### config.mk
export PLATFORM = sky130hd
export DESIGN_NAME = bankregister
export DESIGN_NICKNAME = d
export VERILOG_FILES = /design/src/rtl/bankregister.sv
export SDC_FILE = /design/constraint.sdc
export NUM_CORES = 2
export LEC_CHECK = 0
export BUFFER_PORTS_ARGS = -buffer_cell sky130_fd_sc_hd__clkbuf_2
export CORE_UTILIZATION = 25
export CTS_BUF_LIST = sky130_fd_sc_hd__clkbuf_4 sky130_fd_sc_hd__clkbuf_8 sky130_fd_sc_hd__clkbuf_16
export CTS_CLUSTER_SIZE = 40
export DETAILED_ROUTE_END_ITERATION = 8
export PLACE_DENSITY_LB_ADDON = 0.15
export SYNTH_ARGS = -nofsm -noshare
export SYNTH_HDL_FRONTEND = slang
export SYNTH_SLANG_ARGS = --single-unit
### constraint.sdc
create_clock -name clk -period 205.5 [get_ports clk]
set_input_delay 41.1 -clock clk [delete_from_list [all_inputs] [get_ports clk]]
set_output_delay 41.1 -clock clk [all_outputs]
set_load 0.02 [all_outputs]
### src/rtl/bankregister.sv
// 64 x 32-bit general-purpose register file: two combinational read ports, one synchronous write port.
// Optional write-through forwarding on the read ports is enabled by defining BANKREGISTER_BYPASS_EN.
module bankregister #(
   parameter int ADDR_W = 6,
   parameter int DATA_W = 32
) (
   input  logic              clk,
   input  logic              reset,
   input  logic [ADDR_W-1:0] RegLe1,
   input  logic [ADDR_W-1:0] RegLe2,
   input  logic [ADDR_W-1:0] RegEscr,
   input  logic              EscrReg,
   input  logic [DATA_W-1:0] datain,
   output logic [DATA_W-1:0] data1,
   output logic [DATA_W-1:0] data2
);

   localparam int NREGS = 2 ** ADDR_W;

   logic [DATA_W-1:0] regs_q [NREGS];
   logic [DATA_W-1:0] regs_d [NREGS];

   // Next-state: at most one register takes the write data per edge.
   always_comb begin
      regs_d = regs_q;
      if (EscrReg) begin
         regs_d[RegEscr] = datain;
      end else begin
         regs_d = regs_q;
      end
   end

   // Storage; reset clears every register without waiting for a clock edge.
   always_ff @(posedge clk or posedge reset) begin
      if (reset) begin
         regs_q <= '{default: '0};
      end else begin
         regs_q <= regs_d;
      end
   end

`ifdef BANKREGISTER_BYPASS_EN
   logic fwd1_s;
   logic fwd2_s;

   assign fwd1_s = EscrReg && !reset && (RegLe1 == RegEscr);
   assign fwd2_s = EscrReg && !reset && (RegLe2 == RegEscr);

   // Read ports forward the pending write data when they address the write target.
   always_comb begin
      if (fwd1_s) begin
         data1 = datain;
      end else begin
         data1 = regs_q[RegLe1];
      end
      if (fwd2_s) begin
         data2 = datain;
      end else begin
         data2 = regs_q[RegLe2];
      end
   end
`else
   assign data1 = regs_q[RegLe1];
   assign data2 = regs_q[RegLe2];
`endif

endmodule

Word-level counts from Yosys, hierarchy flattened
Index checks and enable logic that the tools add are counted.
{"block": "totals", "register_bits": 2048, "input_bits": 53, "out_inout_bits": 64, "word_cells": 81}
{"block": "classes", "order_cmp": 4, "mux": 9, "n_bitwise": 3, "reduce_logical": 1}
{"operator": "2048-bit bitwise mux", "n": 1}
{"operator": "32-bit binary-select mux with 6-bit select", "n": 2}
{"operator": "32-bit demux with 6-bit select", "n": 1}
{"operator": "32-bit two-way mux", "n": 5}
{"operator": "7-bit >= comparator (second input constant)", "n": 3}
{"operator": "6-bit inverter with 7-bit output", "n": 3}
{"operator": "7-bit by 1-bit less-than comparator with 1-bit output (second input constant)", "n": 1}
{"operator": "1-bit logical AND", "n": 1}

Longest topological paths before layout
{"block": "depth", "word_depth": 6, "mapped_depth": 11}

Worst setup path after synthesis
No wires, ideal clock.
{"block": "synth_timing", "path_kind": "input -> output", "from": "input RegLe1[1]", "to": "output data1[10]", "arrival_ns": 43.226, "required_time_ns": 164.400, "path_slack_ns": 121.174, "stages": 8, "path_buffers": 4, "cell_sequence": "buf_2 -> buf_4 -> buf_1 -> buf_2 -> mux4_2 -> mux4_2 -> a22oi_1 -> o221ai_1"}
{"block": "synth_via", "elab_chain_len": 4}
{"item": "start, declared", "line_no": "9", "source": "input logic [ADDR_W-1:0] RegLe1,"}
{"item": "6-bit inverter with 7-bit output (not written as such)", "line_no": "63", "source": "assign data1 = regs_q[RegLe1];"}
{"item": "32-bit binary-select mux with 6-bit select", "line_no": "63"}
{"item": "32-bit two-way mux (not written as such) (2 in series)", "line_no": "63"}
{"item": "end, declared", "line_no": "14", "source": "output logic [DATA_W-1:0] data1,"}
No other way between the ends. The select of a mux whose other input is x is not followed.

Worst setup path after layout
{"block": "layout_timing", "from": "input RegLe1[0]", "to": "output data1[10]"}
The elaborated chain is that of the path after synthesis.

==> metrics.csv <==
stage;metric;value;unit
yosys;Synth Area in Compound Gates;1.636;%
yosys;top_reg_cell synth;dfrtp_1;
floorplan;initial core utilization;25.11;%
finish;Post-Layout Inst Area;0.1242;mm^2
sta;Pins Over Slew Limit;0;
finish;layout cells sized above 1;60.74;%
clocking;Post-CTS Hold Buffers;0;
yosys;Gate Count Post-Synth;6744;
floorplan;Die Wd;662.3;um
routing;Vias/cell;5.317;
clocking;CTS root buffer;clkbuf_16;
floorplan;# IOs;117;
clocking;H-tree depth;4;
clocking;clock buffer depth;4;
critical_path;crit path kind;input pin to output pin;
critical_path;CP max-delay cell;buf_4;
critical_path;CP cell instances;buf_8, buf_12, buf_4, buf_4, buf_4, buf_4, mux4_2, mux4_2, a22oi_1, o221ai_1, clkbuf_2;
routing;WL per Instance;34.96;um
critical_path;Worst Path Max Fanout;68;
global_route;initial antenna violation count;50;
yosys;post-synthesis sequential area ratio;47.01;%
yosys;Yosys Warn Count;0;
pwr;Worst VDD drop;0.006773;mV
sta;setup TNS;0;ns
yosys;Synth Area in XOR/XNOR;0;%
clocking;CTS Sinks;2048;
clocking;CTS tree;built;
sta;final setup vio count;0;
floorplan;area of the core;0.4342;mm^2
finish;most flop-heavy register;regs_q;
critical_path;Worst setup SP type;input pin;
placed_design;dpl cell area;0.1158;mm^2
sta;Slew HR;8.505;%
clocking;clk_lat worst skew;0.91;ns
yosys;multiplexer share of the synthesized area;47.12;%
floorplan;site row count;242;
yosys;Syn Nets;6797;
placed_design;post-placement cell count;12044;
routing;# DRC;0;
yosys;Cell Area, Synth;0.1090;mm^2
critical_path;CP required;164.40;ns
routing;routed vias;66433;
finish;max FFs per register;2048;
yosys;number of synthesized flops with an enable pin;0;
sta;Fmax;11.32;MHz
flow_run;Max Cap Viol;0;
global_route;first-pass GRT wire length;611.8;mm
yosys;largest family of logic cells by synthesized area;multiplexers;
min_path;Worst Hold Class;flip-flop to flip-flop;
finish;commonest non-fill, non-tap cell in the layout;mux2_2;
finish;synthesis-to-finish area growth;13.95;%
sta;unrepaired setup endpoints after global routing;false;
critical_path;FF-to-FF path depth;1;
placed_design;HPWL Detailed;250.0;mm
sta;post-route minimum period;88.31;ns
sta;Tcrit/Tclk final;42.97;%
routing;Total Wirelength;436.8;mm
clocking;Reg clk slew, reported paths;0.06;ns
finish;Largest regs;regs_q (2048);
critical_path;most used cell, CP;buf_4;
finish;Layout Utilization;28.61;%
yosys;Synth Area in Simple Gates;1.156;%
yosys;Mean Syn Cell Area;16.16;um^2
placed_design;GPL Wtd Cong;0.7742;
finish;fin nets;6604;
finish;Post-Layout Cell Count;12495;
finish;commonest cells after routing, fill and taps aside;mux2_2, dfrtp_1, mux4_2;
critical_path;delay-heaviest family, CP;buffers and inverters;
floorplan;Die Y-Extent;662.3;um
min_path;hold depth;1;
placed_design;PortBufs;116;
global_route;largest net degree at the start of global routing;175;
sta;Clock Skews;0;ns
floorplan;die area;0.4387;mm^2
clocking;Post-CTS Setup Repair Bufs;0;
global_route;Overflow after GRT;0;
critical_path;Worst path depth;11;
yosys;Synth Register Bits;2048;
routing;first-pass iteration count of the detailed router;6;
global_route;number of global-route vias before repair;70515;
outcome;outcome;completed;
sta;Slew @ Worst Pin;1.358;ns
yosys;Synth Area in Adders;0;%
yosys;fraction of registers with async set/reset;100.0;%
critical_path;CP arrival;47.21;ns
routing;Post-DRT Antenna Nets;0;
clocking;# resized after CTS;0;
yosys;Netlist cell types;42;
routing;DRT iter0 DRCs;4981;
global_route;GRT Resource Usage Total;19.82;%
critical_path;WP buf/inv;7;
pwr;Leak;53.75;nW
clocking;CTS Buf Count;239;
pwr;pwr dens;9.263;mW/mm^2
critical_path;crit end category;output pin;
critical_path;Worst path max stage delay;0.70;ns
sta;Final Hold Vio Count;0;
-- area by class of cell --
cell class                 instances  area [um^2]
sequential                      2048        51250
clock buffer                     351         7232
clock inverter                    86         1102
antenna                           14        35.03
fill                           43278       310000
tap                             5734         7174
timing repair buffer             328         2427
inverter                           2        15.01
multi-input combinational       3932        54970
-- synthesized netlist by cell type (3+ instances only) --
cell	count	area (um^2)
mux2i_1	166	1662
buf_4	61	457.9
mux2_2	2086	23490
nor2_1	64	240.2
a211oi_1	32	240.2
a21oi_1	52	260.3
nand3b_1	8	60.06
a22o_1	29	254.0
nor3_1	13	65.06
nand3_1	36	180.2
o221ai_1	18	157.7
a22oi_1	29	217.7
nand2_1	79	296.5
nand2b_1	7	43.79
o211ai_1	6	45.04
buf_2	153	765.7
buf_6	8	90.09
a31o_1	3	26.28
dfrtp_1	2048	51250
o21ai_0	35	175.2
clkbuf_1	355	1333
o22ai_1	14	87.58
nor2b_1	41	256.5
buf_1	185	694.4
a221o_1	26	260.3
mux4_2	1164	26220
-- report_power, final --
| group | leakage, nW | internal (mW) | total (mW) | switching (mW) |
|---|---|---|---|---|
| combinational | 22.4 | 0.109 | 0.194 | 0.0853 |
| clock | 4.19 | 0.273 | 0.459 | 0.186 |
| sequential | 27.2 | 0.457 | 0.498 | 0.0403 |
| total | 53.8 | 0.839 | 1.15 | 0.312 |
-- stage by stage --
stage,worst slack (ns),hold WS (ns),power [mW]
after floorplan,106.55,0.4910,0.6403
after global placement,116.58,0.4996,0.6947
after detailed placement,116.92,0.5099,0.6997
after CTS,116.93,0.5240,1.165
after global routing,116.71,0.5324,1.198
final,117.19,0.5215,1.151
-- routing by layer --
layer  wire length [um]  vias up  track usage [%]
li1                   -    26056                -
met1             191600    38098            26.65
met2             212700     1712            33.10
met3              18520      553            2.825
met4              13980       14            5.903
met5                 92        -                0
-- cell families (layout without fill, tap and decap cells) --
logic type | Yosys count | in the layout
muxes | 3416 | 3416
AOI/OAI and AO/OA | 251 | 251
buffers and inverters | 764 | 767
DFF | 2048 | 2048
and+or+nand+nor | 265 | 265
other | 0 | 14
-- path summary, 6_finish.rpt --
check | startpoint | slack, ns | to
min | regs_q[1086]$_DFFE_PP0P_ | 0.52 | regs_q[1086]$_DFFE_PP0P_
max reg2reg | regs_q[877]$_DFFE_PP0P_ | 204.69 | regs_q[877]$_DFFE_PP0P_
min reg2reg | regs_q[1086]$_DFFE_PP0P_ | 0.52 | regs_q[1086]$_DFFE_PP0P_
max | RegLe1[0] | 117.19 | data1[10]
max in group asynchronous | reset | 160.34 | regs_q[117]$_DFFE_PP0P_
min in group asynchronous | reset | 40.36 | regs_q[1156]$_DFFE_PP0P_
(Power assumes the default switching activity.)
